$ cat config.mk
export PLATFORM = sky130hd
export DESIGN_NAME = ir_cmd_dispatcher_flat
export DESIGN_NICKNAME = d
export VERILOG_FILES = /design/src/rtl/ir_cmd_dispatcher_if.sv /design/src/rtl/ir_cmd_dispatcher.sv /design/src/flat_wrapper.sv
export SDC_FILE = /design/constraint.sdc
export NUM_CORES = 1
export LEC_CHECK = 0
export CORE_MARGIN = 4
export CORE_UTILIZATION = 55
export CTS_CLUSTER_DIAMETER = 100
export DETAILED_ROUTE_END_ITERATION = 16
export GPL_TIMING_DRIVEN = 0
export PLACE_DENSITY = 0.86
export SLEW_MARGIN = 20
export SYNTH_ARGS = -nofsm -noshare
export SYNTH_HDL_FRONTEND = slang
export SYNTH_SLANG_ARGS = --single-unit
$ cat constraint.sdc
create_clock -name clk -period 3.4 [get_ports clk]
set_clock_uncertainty 0.15 [all_clocks]
set_input_delay 1.02 -clock clk [delete_from_list [all_inputs] [get_ports clk]]
set_output_delay 1.02 -clock clk [all_outputs]
set_load 0.01 [all_outputs]
$ cat src/rtl/ir_cmd_dispatcher_if.sv
// ir_cmd_dispatcher_if
// Groups the IR-receiver side (frame_valid, frame, mode) and the uart_tx
// valid/ready side (tx_valid, tx_byte, tx_ready) of the command dispatcher.
//   master : environment side; drives frames, mode switches and tx_ready.
//   slave  : dispatcher side; consumes frames, offers event bytes.
interface ir_cmd_dispatcher_if;
  logic        frame_valid;
  logic [31:0] frame;
  logic [1:0]  mode;
  logic        tx_valid;
  logic [7:0]  tx_byte;
  logic        tx_ready;

  modport master (
    output frame_valid, frame, mode, tx_ready,
    input  tx_valid, tx_byte
  );

  modport slave (
    input  frame_valid, frame, mode, tx_ready,
    output tx_valid, tx_byte
  );
endinterface

$ cat src/rtl/ir_cmd_dispatcher.sv
// ir_cmd_dispatcher
// Converts decoded NEC IR frames into a held one-hot motor command and a
// stream of press/release event bytes for a UART transmitter.
// Ports:
//   clk, rst_n   : 50 MHz clock, asynchronous active-low reset
//   bus (slave)  : frame_valid/frame/mode in, tx_valid/tx_byte out, tx_ready in
//   cmd_onehot   : active command, one-hot (0 when idle)
//   cmd_code     : binary index of the active command (0 when idle)
//   cmd_active   : high while a command is held
//   err_count    : saturating count of rejected frames
//   overflow     : sticky, an event was dropped because the FIFO was full
module ir_cmd_dispatcher #(
  parameter int                  N_CMDS      = 8,
  parameter logic [N_CMDS*8-1:0] KEY_MAP     = {8'h08, 8'h07, 8'h06, 8'h05,
                                                8'h04, 8'h01, 8'h02, 8'h00},
  parameter int                  HOLD_CYCLES = 6_000_000,
  parameter bit                  CHECK_INV   = 1'b1,
  parameter bit                  ADDR_FILTER = 1'b0,
  parameter logic [15:0]         ADDR_VALUE  = 16'h0000,
  parameter int                  FIFO_DEPTH  = 4,
  localparam int                 CODE_W      = $clog2(N_CMDS)
) (
  input  logic                    clk,
  input  logic                    rst_n,
  ir_cmd_dispatcher_if.slave      bus,
  output logic [N_CMDS-1:0]       cmd_onehot,
  output logic [CODE_W-1:0]       cmd_code,
  output logic                    cmd_active,
  output logic [7:0]              err_count,
  output logic                    overflow
);

  localparam int CNT_W = $clog2(HOLD_CYCLES + 1);
  localparam int AW    = $clog2(FIFO_DEPTH);
  localparam logic [CNT_W-1:0] CNT_LOAD = CNT_W'(HOLD_CYCLES - 1);

  typedef enum logic [0:0] {IDLE = 1'b0, HOLD = 1'b1} state_t;

  state_t              state_r;
  logic [CNT_W-1:0]    cnt_r;
  logic                fv_r;         // frame_valid history for edge detect
  logic                pend_r;       // captured frame awaiting evaluation
  logic [31:0]         frame_r;
  logic                sw_pend_r;    // second (press) push of a key switch
  logic [N_CMDS-1:0]   cmd_onehot_r;
  logic [CODE_W-1:0]   cmd_code_r;
  logic                cmd_active_r;
  logic [7:0]          err_count_r;
  logic                overflow_r;

  logic [7:0]          mem_r [FIFO_DEPTH];
  logic [AW:0]         wr_ptr_r;
  logic [AW:0]         rd_ptr_r;

  logic                hit_s;
  logic [CODE_W-1:0]   slot_s;
  logic                accept_s;
  logic                reject_s;
  logic                push_s;
  logic                push_press_s;
  logic [CODE_W-1:0]   push_code_s;
  logic [7:0]          push_byte_s;
  logic                empty_s;
  logic                full_s;
  logic                pop_s;
  logic                wr_ok_s;

  // Key lookup; scanning downward lets the lowest matching slot win.
  always_comb begin
    hit_s  = 1'b0;
    slot_s = '0;
    for (int i = N_CMDS - 1; i >= 0; i--) begin
      if (KEY_MAP[8*i +: 8] == frame_r[23:16]) begin
        hit_s  = 1'b1;
        slot_s = CODE_W'(i);
      end else begin
        hit_s  = hit_s;
      end
    end
  end

  // Frame integrity, address and key checks on the captured frame.
  always_comb begin
    accept_s = pend_r && hit_s
               && (!CHECK_INV   || (frame_r[31:24] == ~frame_r[23:16]))
               && (!ADDR_FILTER || (frame_r[15:0]  == ADDR_VALUE));
    reject_s = pend_r && !accept_s;
  end

  // Event push selection; at most one push per cycle. The press half of a
  // switch always lands on the cycle after its release.
  always_comb begin
    push_s       = 1'b0;
    push_press_s = 1'b0;
    push_code_s  = '0;
    if (sw_pend_r) begin
      push_s       = 1'b1;
      push_press_s = 1'b1;
      push_code_s  = cmd_code_r;
    end else if (accept_s) begin
      if (state_r == IDLE) begin
        push_s       = 1'b1;
        push_press_s = 1'b1;
        push_code_s  = slot_s;
      end else if (slot_s != cmd_code_r) begin
        push_s       = 1'b1;
        push_code_s  = cmd_code_r;
      end else begin
        push_s       = 1'b0;
      end
    end else if ((state_r == HOLD) && (cnt_r == '0)) begin
      push_s      = 1'b1;
      push_code_s = cmd_code_r;
    end else begin
      push_s      = 1'b0;
    end
    push_byte_s = {bus.mode, push_press_s, 5'(push_code_s)};
  end

  // FIFO status and handshake.
  always_comb begin
    empty_s = (wr_ptr_r == rd_ptr_r);
    full_s  = (wr_ptr_r[AW] != rd_ptr_r[AW]) && (wr_ptr_r[AW-1:0] == rd_ptr_r[AW-1:0]);
    pop_s   = !empty_s && bus.tx_ready;
    wr_ok_s = push_s && (!full_s || pop_s);
  end

  // Edge detect, frame capture, command FSM, hold counter and error counter.
  always_ff @(posedge clk or negedge rst_n) begin
    if (!rst_n) begin
      state_r      <= IDLE;
      cnt_r        <= '0;
      fv_r         <= 1'b0;
      pend_r       <= 1'b0;
      frame_r      <= 32'h0000_0000;
      sw_pend_r    <= 1'b0;
      cmd_onehot_r <= '0;
      cmd_code_r   <= '0;
      cmd_active_r <= 1'b0;
      err_count_r  <= 8'h00;
    end else begin
      fv_r      <= bus.frame_valid;
      pend_r    <= bus.frame_valid && !fv_r;
      sw_pend_r <= 1'b0;
      if (bus.frame_valid && !fv_r) begin
        frame_r <= bus.frame;
      end else begin
        frame_r <= frame_r;
      end
      if (reject_s && (err_count_r != 8'hFF)) begin
        err_count_r <= err_count_r + 8'h01;
      end else begin
        err_count_r <= err_count_r;
      end
      case (state_r)
        IDLE: begin
          if (accept_s) begin
            state_r      <= HOLD;
            cnt_r        <= CNT_LOAD;
            cmd_onehot_r <= N_CMDS'(1) << slot_s;
            cmd_code_r   <= slot_s;
            cmd_active_r <= 1'b1;
          end else begin
            cnt_r        <= '0;
          end
        end
        HOLD: begin
          // An accepted frame takes priority over a simultaneous timeout.
          if (accept_s) begin
            cnt_r <= CNT_LOAD;
            if (slot_s != cmd_code_r) begin
              cmd_onehot_r <= N_CMDS'(1) << slot_s;
              cmd_code_r   <= slot_s;
              sw_pend_r    <= 1'b1;
            end else begin
              cmd_code_r   <= cmd_code_r;
            end
          end else if (cnt_r == '0) begin
            state_r      <= IDLE;
            cmd_onehot_r <= '0;
            cmd_code_r   <= '0;
            cmd_active_r <= 1'b0;
          end else begin
            cnt_r <= cnt_r - CNT_W'(1);
          end
        end
        default: begin
          state_r      <= IDLE;
          cnt_r        <= '0;
          cmd_onehot_r <= '0;
          cmd_code_r   <= '0;
          cmd_active_r <= 1'b0;
        end
      endcase
    end
  end

  // Event FIFO storage, pointers and sticky overflow.
  always_ff @(posedge clk or negedge rst_n) begin
    if (!rst_n) begin
      for (int i = 0; i < FIFO_DEPTH; i++) begin
        mem_r[i] <= 8'h00;
      end
      wr_ptr_r   <= '0;
      rd_ptr_r   <= '0;
      overflow_r <= 1'b0;
    end else begin
      if (wr_ok_s) begin
        mem_r[wr_ptr_r[AW-1:0]] <= push_byte_s;
        wr_ptr_r                <= wr_ptr_r + (AW+1)'(1);
      end else begin
        wr_ptr_r <= wr_ptr_r;
      end
      if (pop_s) begin
        rd_ptr_r <= rd_ptr_r + (AW+1)'(1);
      end else begin
        rd_ptr_r <= rd_ptr_r;
      end
      if (push_s && !wr_ok_s) begin
        overflow_r <= 1'b1;
      end else begin
        overflow_r <= overflow_r;
      end
    end
  end

  assign bus.tx_valid = !empty_s;
  assign bus.tx_byte  = empty_s ? 8'h00 : mem_r[rd_ptr_r[AW-1:0]];
  assign cmd_onehot   = cmd_onehot_r;
  assign cmd_code     = cmd_code_r;
  assign cmd_active   = cmd_active_r;
  assign err_count    = err_count_r;
  assign overflow     = overflow_r;

endmodule

$ cat src/flat_wrapper.sv
// flat-port wrapper written by rule: the top's interface ports become plain ports
module ir_cmd_dispatcher_flat 
#(
  parameter int                  N_CMDS      = 8,
  parameter logic [N_CMDS*8-1:0] KEY_MAP     = {8'h08, 8'h07, 8'h06, 8'h05,
                                                8'h04, 8'h01, 8'h02, 8'h00},
  parameter int                  HOLD_CYCLES = 6_000_000,
  parameter bit                  CHECK_INV   = 1'b1,
  parameter bit                  ADDR_FILTER = 1'b0,
  parameter logic [15:0]         ADDR_VALUE  = 16'h0000,
  parameter int                  FIFO_DEPTH  = 4,
  localparam int                 CODE_W      = $clog2(N_CMDS)
)
  (clk, rst_n, cmd_onehot, cmd_code, cmd_active, err_count, overflow, bus_frame_valid, bus_frame, bus_mode, bus_tx_ready, bus_tx_valid, bus_tx_byte);
  ir_cmd_dispatcher_if bus_i ();
  input  logic clk;
  input  logic rst_n;
  output logic [N_CMDS-1:0] cmd_onehot;
  output logic [CODE_W-1:0] cmd_code;
  output logic cmd_active;
  output logic [7:0] err_count;
  output logic overflow;
  input wire logic [$bits(bus_i.frame_valid)-1:0] bus_frame_valid;
  input wire logic [$bits(bus_i.frame)-1:0] bus_frame;
  input wire logic [$bits(bus_i.mode)-1:0] bus_mode;
  input wire logic [$bits(bus_i.tx_ready)-1:0] bus_tx_ready;
  output wire logic [$bits(bus_i.tx_valid)-1:0] bus_tx_valid;
  output wire logic [$bits(bus_i.tx_byte)-1:0] bus_tx_byte;
  assign bus_i.frame_valid = bus_frame_valid;
  assign bus_i.frame = bus_frame;
  assign bus_i.mode = bus_mode;
  assign bus_i.tx_ready = bus_tx_ready;
  assign bus_tx_valid = bus_i.tx_valid;
  assign bus_tx_byte = bus_i.tx_byte;
  ir_cmd_dispatcher #(.N_CMDS(N_CMDS), .KEY_MAP(KEY_MAP), .HOLD_CYCLES(HOLD_CYCLES), .CHECK_INV(CHECK_INV), .ADDR_FILTER(ADDR_FILTER), .ADDR_VALUE(ADDR_VALUE), .FIFO_DEPTH(FIFO_DEPTH)) u_core (.clk(clk), .rst_n(rst_n), .bus(bus_i), .cmd_onehot(cmd_onehot), .cmd_code(cmd_code), .cmd_active(cmd_active), .err_count(err_count), .overflow(overflow));
endmodule
==> metrics.md, run 1 <==
| Metric | Value |
|---|---|
| Status | finished, final reports clean |
| Initial drt markers | 120 |
| Gr ovfl total | 0 |
| NumNets Final | 524 |
| Root buf cell | clkbuf_8 |
| Multiplexer share of the synthesized area | 0.142 |
| H-tree lvl count | 3 |
| Final Non-Filler Cells | 590 |
| Post-layout min period | 3280 ps |
| Core ar. | 8680 µm² |
| Synth Area in Compound Gates | 0.0924 |
| Ports | 68 |
| Final period util | 0.966 |
| XOR/XNOR Fraction of Synth Area | 0.0679 |
| Largest family of logic cells by synthesized area | simple AND/OR/NAND/NOR gates |
| Simple-Gate Fraction of Synth Area | 0.155 |
| Post-synthesis cell type count | 66 |
| Crit Path Max Fanout | 8 |
| RSZ-0062 raised after global routing | no |
| Min Hold Slack | 341 ps |
| Clock transition at path regs | 100 ps |
| Mapped cell area | 4900 µm² |
| DRC | 0 |
| Die width | 102 µm |
| Footprint of the multi-input gates | 2370 µm² |
| Global-route usage over all layers | 0.208 |
| Clk_lat worst skew | 360 ps |
| Clk sink count | 94 |
| Port bufs | 49 |
| Total Wirelength | 9920 µm |
| Drt first pass iters | 4 |
| Number of global-route vias before repair | 3,624 |
| F_max | 304 MHz |
| Cell Area, Placed | 5560 µm² |
| GPL Wtd Cong | 0.817 |
| Via count | 3,429 |
| VDD IR max | 330 µV |
| Slowest-stage cell, CP | mux4_2 |
| Largest net degree at the start of global routing | 75 |
| Share of layout cells above drive strength 1 | 0.207 |
| Initial antenna violation count | 0 |
| Final Hold Viols | 0 |
| Number of flops mapped to enable cells by yosys | 0 |
| Seq/Total Area, Yosys | 0.480 |
| Crit path DAT | 2110 ps |
| Hold buffers post-CTS | 0 |
| Pwr dens | 431 nW/µm² |
| Pleak | 2.56 nW |
| Drt wl/cell | 16.8 µm |
| Via density | 5.81 |
| Area taken by flip-flops and latches | 2350 µm² |
| DIE AREA | 10,500 µm² |
| Chip height | 102 µm |
| Syn Inst Count | 416 |
| DP Cell Count | 575 |
| Crit path kind | reg -> out |
| Max clock buf depth | 2 |
| Hold crit path type | reg -> reg |
| Synth Register Bits | 94 |
| Ys flop type | dfrtp_1 |
| Worst Max-Slew Pin Slew | 719 ps |
| Initial Util | 0.565 |
| Post-Synth Adder-Cell Area | 0.0230 |
| Average size of a mapped cell | 11.8 µm² |
| Layout Area Growth over Synthesis | 17.1% |
| Yosys Warn Count | 0 |
| CTS buffer count | 9 |
| Critical Path Sink Type | output pin |
| FF-to-FF setup slack | 210 ps |
| Endpoints failing setup | 0 |
| Row count | 34 |
| Fillers | 647 |
| CTS tree | done |
| Relative slew slack | 0.517 |
| Global-route wire length before repair | 17,300 µm |
| Post-route cell area | 5740 µm² |
| Post-layout util | 0.661 |
| Crit path required time | 2230 ps |
| Final ANT Viol Nets | 0 |
| CP Launch Type | flip-flop |
| Detail Placement HPWL | 7130 µm |
| Max-Cap Viols | 0 |
| Max Slew Vio Count | 0 |
| Max stage delay on crit path | 530 ps |
| # diodes | 0 |
| Async SR Flop Fraction | 1.00 |
| CP cell instances | clkbuf_4 > mux4_2 > nor2b_1 > clkdlybuf4s50_1 |
-- sequential cells by signal (all words and copies together) (netlist names) --
name               cells
u_core.err_count       8
u_core.state_r         1
u_core.fv_r            1
u_core.pend_r          1
u_core.sw_pend_r       1
u_core.mem_r          24
u_core.frame_r        16
u_core.cmd_onehot      8
u_core.cmd_active      1
u_core.overflow        1
u_core.rd_ptr_r        3
u_core.cmd_code        3
u_core.wr_ptr_r        3
u_core.cnt_r          23
-- cell usage in the layout (no fill, tap or decap), types with 3 or more instances in the layout --
cell type	count
buf_8	3
a22o_1	5
or3_1	5
buf_2	7
mux2_4	24
or4_1	8
xor2_1	11
ha_1	9
o31ai_1	3
o21ai_0	20
xnor2_1	27
and2_4	4
nand3_1	5
nor3b_1	3
mux2_2	18
dfrtp_1	94
a21oi_1	8
a21o_1	5
nor2_1	26
and3_1	3
nand2_1	29
clkbuf_8	9
mux4_2	6
nor4_1	5
nor3_1	10
nor2b_1	9
clkbuf_1	6
inv_1	7
buf_4	4
nand4_1	6
clkdlybuf4s50_1	48
-- final timing paths --
path | cells past startpoint | start | to
min reg2reg | 2 | u_core.cmd_onehot[1] | u_core.cmd_onehot[1]
max | 4 | u_core.rd_ptr_r[0] | bus_tx_byte[2]
max reg2reg | 10 | u_core.frame_r[21] | u_core.cmd_onehot[2]
min in group asynchronous | 1 | rst_n | u_core.cnt_r[8]
max in group asynchronous | 2 | rst_n | u_core.mem_r[24]
min | 2 | u_core.cmd_onehot[1] | u_core.cmd_onehot[1]
-- critical path: cells and delay by family, from the launching register on --
family                 cells  cell delay (ps)
multiplexers               1              530
buffers and inverters      2              710
AND/OR/NAND/NOR            1              140
flip-flops                 1              370
-- power breakdown --
part | internal (mW) | switching, mW | total (mW)
clock | 0.271 | 0.394 | 0.665
sequential | 1.20 | 0.106 | 1.31
combinational | 0.269 | 0.231 | 0.500
total | 1.74 | 0.731 | 2.47
-- stage by stage --
stage | power (mW) | setup TNS [ps] | worst slack [ps]
after floorplan | 1.61 | 0 | 502
after global placement | 1.79 | -201990 | -2150
after detailed placement | 1.82 | 0 | 128
after CTS | 2.49 | 0 | 76.4
after global routing | 2.61 | 0 | 12.5
final | 2.47 | 0 | 115
-- area by class of cell --
cell class              count  share of cell area
repair buffers             50              0.0905
clock buffers              10              0.0222
flip-flops and latches     94               0.410
well taps                 108              0.0235
inverters                   8             0.00523
clock inverters             6             0.00806
plain buffers              22              0.0279
multi-input cells         292               0.413
-- what timing repair did --
item                                    in CTS  in global routing
endpoints found under the setup margin       7                 16
buffers inserted                             0                  0
gates resized for setup                      3                  4
pin swaps                                    0                  1
cloned                                       0                  0
-- cell usage after synthesis, types with 3 or more instances --
cell / number / share of area
and3_1: 4 / 0.0051
mux2_4: 24 / 0.074
a21o_1: 5 / 0.0077
nor2_1: 26 / 0.020
buf_4: 4 / 0.0061
ha_1: 9 / 0.023
or3_1: 5 / 0.0064
nand2_1: 29 / 0.022
or4_1: 8 / 0.012
o31ai_1: 3 / 0.0046
buf_2: 6 / 0.0061
mux4_2: 6 / 0.028
inv_1: 7 / 0.0054
nor2b_1: 9 / 0.011
o21ai_0: 20 / 0.020
mux2_2: 18 / 0.041
a22o_1: 5 / 0.0089
nor4_1: 5 / 0.0064
nor3b_1: 3 / 0.0046
clkbuf_1: 8 / 0.0061
buf_8: 3 / 0.0092
and2_4: 4 / 0.0071
nor3_1: 10 / 0.010
nand3_1: 5 / 0.0051
xor2_1: 11 / 0.020
nand4_1: 6 / 0.0077
a21oi_1: 8 / 0.0082
xnor2_1: 27 / 0.048
dfrtp_1: 94 / 0.48
-- layer usage --
metal | track usage | part of all wire | up-vias
met5 | 0 | 0 | -
met4 | 0.0484 | 0.010 | 0
met3 | 0.0485 | 0.051 | 12
met2 | 0.355 | 0.50 | 82
met1 | 0.270 | 0.44 | 1732
li1 | - | - | 1603
-- cell families after synthesis --
kind of cell	Yosys count
multiplexers	48
other	1
flip-flops	94
XOR/XNOR	38
AO/OA/AOI/OAI	61
buffers and inverters	31
adder cells (fa/ha/maj)	9
AND/OR/NAND/NOR	134
Power figures use the tool's default switching activity.
==> run 2, diff against run 1 <==
--- a/config.mk
+++ b/config.mk
@@ -5,6 +5,7 @@
 export SDC_FILE = /design/constraint.sdc
 export NUM_CORES = 1
 export LEC_CHECK = 0
+export ABC_CLOCK_PERIOD_IN_PS = 3400
 export CORE_MARGIN = 4
 export CORE_UTILIZATION = 55
 export CTS_CLUSTER_DIAMETER = 100
==> results of run 2 <==
Final layout, timing and power as in run 1 (identical DEF).
==> run 3, diff against run 2 <==
--- a/config.mk
+++ b/config.mk
@@ -6,6 +6,7 @@
 export NUM_CORES = 1
 export LEC_CHECK = 0
 export ABC_CLOCK_PERIOD_IN_PS = 3400
+export CORE_ASPECT_RATIO = 1.75
 export CORE_MARGIN = 4
 export CORE_UTILIZATION = 55
 export CTS_CLUSTER_DIAMETER = 100
==> metrics.md, run 3 (synthesis results as in run 1) <==
| Metric | Value |
|---|---|
| Status | finished, final reports clean |
| Die width | 79.4 µm (-23%) |
| Worst slack, placed | 128 ps (+0.572 ps) |
| Via count | 3,420 (-0.26%) |
| Hold_sp | u_core.err_count[5] |
| DRC | 0 (unchanged) |
| NumNets Final | 524 (unchanged) |
| Cell Area, Placed | 5570 µm² (+0.20%) |
| FF-to-FF setup slack | 240 ps (+30 ps) |
| Max clock buf depth | 2 (unchanged) |
| Switching power total | 0.757 mW (+3.6%) |
| Chip height | 133 µm (+30%) |
| Crit path required time | 2230 ps (about the same) |
| VDD IR max | 399 µV (+21%) |
| Layout Area Growth over Synthesis | 20.0% |
| Final period util | 0.951 (-0.0148) |
| FF-to-FF End | u_core.mem_r[10] |
| Global-route wire length before repair | 17,200 µm (-0.80%) |
| Relative slew slack | 0.533 (+0.0154) |
| Crit Path Max Fanout | 8 (unchanged) |
| Endpoints failing setup | 0 (unchanged) |
| Most frequent cells in the layout | 94 x dfrtp_1, 48 x clkdlybuf4s50_1, 29 x nand2_1 |
| Number of global-route vias before repair | 3,656 (+0.88%) |
| Most common cell after layout, fill and taps aside | dfrtp_1 |
| Largest net degree at the start of global routing | 70 (-6.7%) |
| Hold crit path type | reg -> reg |
| Worst Max-Slew Pin Slew | 696 ps (-23.0 ps) |
| Sequential power share | 0.462 (-0.067) |
| Total Wirelength | 10,100 µm (+1.3%) |
| Via density | 5.71 (-1.8%) |
| CP Launch Type | flip-flop |
| Clk sink count | 94 (unchanged) |
| Gr ovfl total | 0 (unchanged) |
| Part of the power in the clock network | 0.362 (+0.093) |
| F_max | 309 MHz (+1.6%) |
| DIE AREA | 10,500 µm² (+0.56%) |
| Max Slew Vio Count | 0 (unchanged) |
| Post-layout min period | 3230 ps (-50.3 ps) |
| Port bufs | 49 (unchanged) |
| Largest regs | u_core.mem_r x24, u_core.cnt_r x23, u_core.frame_r x16 |
| Clk_lat worst skew | 340 ps (-20 ps) |
| Initial antenna violation count | 0 (unchanged) |
| Crit path kind | reg -> out |
| Setup TNS | 0 ps (unchanged) |
| H-tree lvl count | 3 (unchanged) |
| RSZ-0062 raised after global routing | no |
| Drt first pass iters | 4 (unchanged) |
| Share of layout cells above drive strength 1 | 0.212 (+0.00415) |
| Global-route usage over all layers | 0.207 (-0.000361) |
| Max-Cap Viols | 0 (unchanged) |
| Initial drt markers | 193 (+61%) |
| Pwr dens | 480 nW/µm² (+11%) |
| Row count | 45 (+32%) |
| Ports | 68 (unchanged) |
| Worst hold stages | 1 (-1) |
| Drt wl/cell | 16.8 µm (-0.20%) |
| Switching portion of total power | 0.268 (-0.0273) |
| Min-Delay Endpoint | u_core.err_count[5] |
| CTS buffer count | 9 (unchanged) |
| Comb power frac | 0.176 (-0.026) |
| GPL Wtd Cong | 0.805 (-1.5%) |
| FF-to-FF path depth | 11 (+1) |
| Clock transition at path regs | 70 ps (-30 ps) |
| Root buf cell | clkbuf_16 |
| Max reg flops | 24 (unchanged) |
| Post-route setup slack | 165 ps (+50.3 ps) |
| Final Hold Viols | 0 (unchanged) |
| # diodes | 0 (unchanged) |
| Critical Path Sink Type | output pin |
| Internal Power | 2.06 mW (+19%) |
| CTS tree | done |
| Core ar. | 8670 µm² (about the same) |
| Initial Util | 0.565 (about the same) |
| Post-route cell area | 5880 µm² (+2.5%) |
| Pleak | 2.63 nW (+2.6%) |
| Most flop-heavy register | u_core.mem_r |
| Final ANT Viol Nets | 0 (unchanged) |
| Crit path DAT | 2060 ps (-50 ps) |
| FF-to-FF Start | u_core.cnt_r[0] |
| Detail Placement HPWL | 7300 µm (+2.4%) |
-- run 3: cell types whose count changed in the layout (fill, tap and decap cells not counted), sizes merged --
cell / previous run / this run
buf: 18 / 17
bufinv: 0 / 1
clkbuf: 16 / 17
clkinv: 3 / 2
-- run 3: cell type report --
class	count	area [µm²]
clock buffers	10	239
well taps	117	146
fillers	694	2790
flip-flops and latches	94	2350
clock inverters	6	67.6
multi-input cells	292	2370
inverters	8	30.0
plain buffers	22	161
repair buffers	50	519
-- run 3: metal layers --
metal	global-route usage	part of all wire
met1	0.223	0.38
met2	0.379	0.56
met3	0.0456	0.037
met4	0.0918	0.030
met5	0	0
-- run 3: how the worst max path moves through the flow --
stage	start	endpoint	slack, ps	cells after the start
after floorplan	u_core.cnt_r[0]	u_core.mem_r[0]	500	11
after global placement	rst_n	u_core.wr_ptr_r[2]	-2170	1
final	u_core.rd_ptr_r[0]	bus_tx_byte[2]	170	4
after global routing	u_core.cnt_r[0]	u_core.mem_r[10]	40	11
after detailed placement	u_core.rd_ptr_r[0]	bus_tx_byte[2]	130	4
after CTS	u_core.rd_ptr_r[0]	bus_tx_byte[2]	40	4
-- run 3: critical path, cell delays in order, from the launching register on --
cell	delay, ps
dfrtp_1	350
clkbuf_4	240
mux4_2	520
nor2b_1	140
clkdlybuf4s50_1	470
-- run 3: power groups by stage --
| stage | Sequential [mW] | Clock, mW | Combinational (mW) |
|---|---|---|---|
| 2_1_floorplan | 1.30 | 0 | 0.303 |
| 3_3_place_gp | 1.30 | 0 | 0.490 |
| 3_5_place_dp | 1.31 | 0 | 0.515 |
| 4_1_cts | 1.30 | 1.04 | 0.501 |
| 5_1_grt | 1.32 | 1.10 | 0.553 |
| 6_report | 1.30 | 1.02 | 0.495 |
-- run 3: timing repair --
| item | in CTS | in global routing |
|---|---|---|
| gates resized for setup | 2 | 6 |
| endpoints found under the hold margin | 0 | 0 |
| setup endpoints to repair | 7 | 39 |
| buffers inserted | 0 | 0 |
| hold buffers | 0 | 0 |
| pin swaps | 0 | 1 |
-- run 3: stage by stage --
stage          cells  hold slack, ps  utilization  total power [mW]
3_3_place_gp     583             318        0.639              1.79
4_1_cts          599             339        0.678              2.84
6_report         599             339        0.678              2.82
3_5_place_dp     584             326        0.643              1.82
5_1_grt          599             342        0.678              2.97
2_1_floorplan    417             312            -              1.61
